===== src/rtl/fetch_seq_ctrl_pkg.sv =====
// Shared types and constants for the fetch/commit sequencer.
package fetch_seq_ctrl_pkg;

  localparam int          DEF_XLEN     = 32;
  localparam int          DEF_CNT_W    = 64;
  localparam logic [31:0] DEF_NOP_INST = 32'h0000_0013;
  localparam logic [31:0] RESET_PC     = 32'h8000_0000;

  typedef enum logic [2:0] {
    IDLE   = 3'd0,
    FETCH  = 3'd1,
    WAIT   = 3'd2,
    EXEC   = 3'd3,
    MEM    = 3'd4,
    COMMIT = 3'd5,
    FAULT  = 3'd6
  } seq_state_t;

endpackage


===== src/rtl/fetch_seq_ctrl_instret_counter.sv =====
// Retired-instruction up-counter; wraps naturally at 2^W.
module instret_counter #(
  parameter int W = 64
) (
  input  logic         clk,
  input  logic         rst,
  input  logic         en,
  output logic [W-1:0] count
);

  always_ff @(posedge clk or negedge rst) begin
    if (!rst) begin
      count <= '0;
    end else if (en) begin
      count <= count + W'(1);
    end
  end

endmodule


===== src/rtl/fetch_seq_ctrl.sv =====
// Multi-cycle fetch/execute/commit sequencer driving the PC and register-file write enables.
module fetch_seq_ctrl
  import fetch_seq_ctrl_pkg::*;
#(
  parameter int               XLEN     = DEF_XLEN,
  parameter int               CNT_W    = DEF_CNT_W,
  parameter logic [XLEN-1:0]  NOP_INST = XLEN'(DEF_NOP_INST)
) (
  input  logic             clk,
  input  logic             rst,
  input  logic [XLEN-1:0]  pc_now,
  output logic             imem_req,
  output logic [XLEN-1:0]  imem_addr,
  input  logic             imem_gnt,
  input  logic             imem_rvalid,
  input  logic [XLEN-1:0]  imem_rdata,
  input  logic             imem_err,
  output logic [XLEN-1:0]  inst,
  output logic             inst_valid,
  input  logic             dec_mem_op,
  output logic             dmem_req,
  input  logic             dmem_done,
  input  logic             dmem_err,
  output logic             pc_reg_en,
  output logic             rf_we_en,
  input  logic             halt_req,
  output logic             halted,
  output logic             fault,
  output logic [XLEN-1:0]  fault_pc,
  output logic [CNT_W-1:0] instret
);

  seq_state_t state, next_state;
  logic       misaligned;

  assign misaligned = (pc_now[1:0] != 2'b00);
  assign imem_addr  = pc_now;
  assign fault      = (state == FAULT);

  always_ff @(posedge clk or negedge rst) begin
    if (!rst) begin
      state <= IDLE;
    end else begin
      state <= next_state;
    end
  end

  always_comb begin
    next_state = state;
    imem_req   = 1'b0;
    inst_valid = 1'b0;
    dmem_req   = 1'b0;
    pc_reg_en  = 1'b0;
    rf_we_en   = 1'b0;
    halted     = 1'b0;
    case (state)
      IDLE: begin
        halted = 1'b1;
        if (!halt_req) next_state = FETCH;
      end
      FETCH: begin
        if (misaligned) begin
          next_state = FAULT;
        end else begin
          imem_req = 1'b1;
          if (imem_gnt) next_state = WAIT;
        end
      end
      // Responses are only honoured here, so a stale rvalid after reset is harmless.
      WAIT: begin
        if (imem_rvalid) next_state = imem_err ? FAULT : EXEC;
      end
      EXEC: begin
        inst_valid = 1'b1;
        next_state = dec_mem_op ? MEM : COMMIT;
      end
      MEM: begin
        dmem_req = 1'b1;
        if (dmem_done) next_state = dmem_err ? FAULT : COMMIT;
      end
      COMMIT: begin
        pc_reg_en  = 1'b1;
        rf_we_en   = 1'b1;
        next_state = halt_req ? IDLE : FETCH;
      end
      FAULT:   next_state = FAULT;
      default: next_state = IDLE;
    endcase
  end

  always_ff @(posedge clk or negedge rst) begin
    if (!rst) begin
      inst     <= NOP_INST;
      fault_pc <= '0;
    end else begin
      if (state == WAIT && imem_rvalid && !imem_err) begin
        inst <= imem_rdata;
      end else if (state == FAULT) begin
        inst <= NOP_INST;
      end
      if (next_state == FAULT && state != FAULT) begin
        fault_pc <= pc_now;
      end
    end
  end

  instret_counter #(.W(CNT_W)) u_instret (
    .clk   (clk),
    .rst   (rst),
    .en    (state == COMMIT),
    .count (instret)
  );

endmodule


===== config.mk =====
export PLATFORM = sky130hd
export DESIGN_NAME = fetch_seq_ctrl
export DESIGN_NICKNAME = d
export VERILOG_FILES = /design/src/rtl/fetch_seq_ctrl_pkg.sv /design/src/rtl/fetch_seq_ctrl_instret_counter.sv /design/src/rtl/fetch_seq_ctrl.sv
export SDC_FILE = /design/constraint.sdc
export NUM_CORES = 1
export LEC_CHECK = 0
export ABC_CLOCK_PERIOD_IN_PS = 5600
export BUFFER_PORTS_ARGS = -buffer_cell sky130_fd_sc_hd__buf_2
export CORE_MARGIN = 4
export CORE_UTILIZATION = 47
export CTS_BUF_LIST = sky130_fd_sc_hd__clkbuf_16
export DETAILED_ROUTE_END_ITERATION = 10
export GPL_ROUTABILITY_DRIVEN = 0
export PLACE_DENSITY = 0.78
export SLEW_MARGIN = 15
export SYNTH_ARGS = -nofsm -noshare
export SYNTH_HDL_FRONTEND = slang
export SYNTH_SLANG_ARGS = --single-unit

===== constraint.sdc =====
create_clock -name clk -period 5.6 [get_ports clk]
set_clock_uncertainty 0.2 [all_clocks]
set_input_delay 1.12 -clock clk [delete_from_list [all_inputs] [get_ports clk]]
set_output_delay 1.12 -clock clk [all_outputs]
set_load 0.01 [all_outputs]

==> impl_metrics.tcl <==
set metrics [dict create \
    async_flop_share 1.000 \
    worst_setup_path_start_kind "register" \
    fillCellCount 1068 \
    final_nets 837 \
    cp_max_fo 30 \
    die-area_sq_um 14760 \
    post-route-period-util 0.5910 \
    layout_common_cells "buf_2 (238), dfrtp_1 (128), nand2_1 (97), nand3_1 (46), xor2_1 (37)" \
    antenna_found_initial 0 \
    wire_per_inst_um 15.91 \
    crit_chain "inv_1 > nor2_1 > nand2_1 > buf_4 > inv_1 > buf_2" \
    tightest_slew_ns 0.6482 \
    dp_hpwl_mm 11.05 \
    die_h_um 121.5 \
    p_leak_nw 4.176 \
    setup_viol 0 \
    dp.cells 916 \
    pwr_density_cell_nw_per_um2 444.5 \
    ir_drop_v 0.0002912 \
    htreeDepth 4 \
    cts.sinks 131 \
    cts_buffer_depth 2 \
    routed_wl_mm 15.09 \
    fmax_ghz 0.3022 \
    synth_ff_type "dfrtp_1" \
    hold_viol 0 \
    post_cts_resized 0 \
    yosysWarnings 0 \
    rsz0062_at_grt "no" \
    start_util 0.4796 \
    avgSynthCellArea_sq_um 10.90 \
    cts_made_buffers 17 \
    yosysSeqAreaShare 0.5423 \
    synth_top_area_frac 0.5293 \
    synth_area_sq_um 6052 \
    power_mw 3.430 \
    synth_edf_count 0 \
    insertion_delay_ns 0.41 \
    die_w_um 121.5 \
    num_rows 41 \
    fin_tns_setup_ns 0 \
    grt_pass1_wl_mm 24.95 \
    grt_usage 0.2120 \
    min_period_ns 3.309 \
    ant_nets 0 \
    worstSetupPathType "register to output pin" \
    cap_violations 0 \
    drive_above_1_share 0.4240 \
    final_common_cell "buf_2" \
    end_kind "output pin" \
    yosysUniqueCellTypes 47 \
    hold_path_class "register to register" \
    syn_inst 555 \
    area_growth_syn_to_layout_pct 27.48 \
    crit_arrival_ns 1.99 \
    grt_max_degree 51 \
    critPathMostFrequentCell "inv_1" \
    cts_tree "yes" \
    post-route-util 0.6113 \
    slew-limit-headroom 0.5646 \
    insertedDiodeCount 0 \
    cts-root-buf "clkbuf_16" \
    required_ns 4.28 \
    cts_hold_buffers 0 \
    grt_overflow 0 \
    routed_via_density 5.149 \
    drtPass1Iterations 4 \
    port_buffers 239 \
    layout.cells.non_filler 948 \
    vias 4881 \
    status "completed" \
    synth_top_area_cell "dfrtp_1" \
    cts_setup_buffers 0 \
    cpMaxStageDelayCell "dfrtp_1" \
    drtIter0Drc 377 \
    core_sq_um 12620 \
    synthTopCellsByArea "dfrtp_1 (53%), nand2_1 (6.0%), xor2_1 (5.4%)" \
    grt_pass1_vias 4993 \
    path_clk_slew_ns 0.05 \
    io_pins 240 \
    synth_seq_cells 131 \
    syn_nets 629 \
    drcViolationCount 0 \
    slew_viol_final 0 \
    cpPeakStageDelay_ns 0.67 \
]
## metrics by stage
step | hold slack (ns) | area (sq um) | worst slack (ns)
2_1_floorplan | 0.3039 | 6052 | 2.727
3_3_place_gp | 0.2524 | 7164 | 2.623
3_5_place_dp | 0.2752 | 7164 | 2.614
4_1_cts | 0.2868 | 7714 | 2.301
5_1_grt | 0.3090 | 7715 | 2.133
6_report | 0.2834 | 7715 | 2.291
## where the power goes
part / internal, mW / switching [mW] / total (mW)
logic: 0.465 / 0.530 / 0.995
clock network: 0.640 / 0.393 / 1.03
registers: 1.22 / 0.183 / 1.40
## registers in the layout (all words and copies together) (netlist names)
register         count
u_instret.count     64
fault_pc            32
state                3
inst                32
## logic make-up (layout without fill, tap and decap cells)
| group | count (synthesis) | in the layout | share of synthesized area |
|---|---|---|---|
| and+or+nand+nor | 250 | 250 | 0.2270 |
| DFF | 131 | 131 | 0.5423 |
| xor gates and xnor gates | 63 | 63 | 0.09117 |
| buffers and inverters | 63 | 284 | 0.06161 |
| muxes | 32 | 32 | 0.05954 |
| AOI/OAI and AO/OA | 15 | 15 | 0.01633 |
| adders and majority gates | 1 | 1 | 0.002067 |
## final timing paths
kind                                           from                   to  slack, ns  depth (start not counted)
max in group asynchronous                       rst         fault_pc[14]       3.75                          2
worst min register to register  u_instret.count[63]  u_instret.count[63]       0.28                          1
worst min-delay path            u_instret.count[63]  u_instret.count[63]       0.28                          1
min in group asynchronous                       rst  u_instret.count[44]       0.45                          1
worst max register to register             state[2]  u_instret.count[63]       2.84                          5
worst max-delay path                       state[2]                fault       2.29                          6
## critical path, delay by kind of cell, from the launching register on
kind,cells,cell delay [ns]
flip-flops,1,0.67
AND/OR/NAND/NOR,2,0.22
buffers and inverters,4,0.67
## synth_stat cells, types with 5 or more instances
| cell type | count |
|---|---|
| nor3_1 | 17 |
| and4_1 | 6 |
| nand2_1 | 97 |
| inv_1 | 8 |
| nor3_2 | 6 |
| nor4_1 | 6 |
| nand4_1 | 19 |
| dfrtp_1 | 128 |
| nor4_2 | 5 |
| nor2_1 | 21 |
| xor2_1 | 37 |
| clkbuf_1 | 13 |
| mux2_2 | 27 |
| xnor2_1 | 26 |
| buf_2 | 7 |
| nand3_1 | 46 |
| mux2_1 | 5 |
| o21ai_0 | 5 |
| buf_4 | 34 |
## area by class of cell
type,count,area (sq um),area share
clock buffer,17,425.4,0.05514
clock inverter,15,123.9,0.01606
inverter,8,30.03,0.003892
multi-input combinational,361,2402,0.3114
sequential,131,3282,0.4254
tap,172,215.2,0.02789
timing repair buffer,244,1236,0.1602
## layer usage
metal	track usage	wire, um	up-vias
li1	-	-	2296
met1	0.2591	5960	2374
met2	0.3513	7650	182
met3	0.06434	1107	29
met4	0.08403	365	0
met5	0	0	-
(Power assumes the default switching activity.)
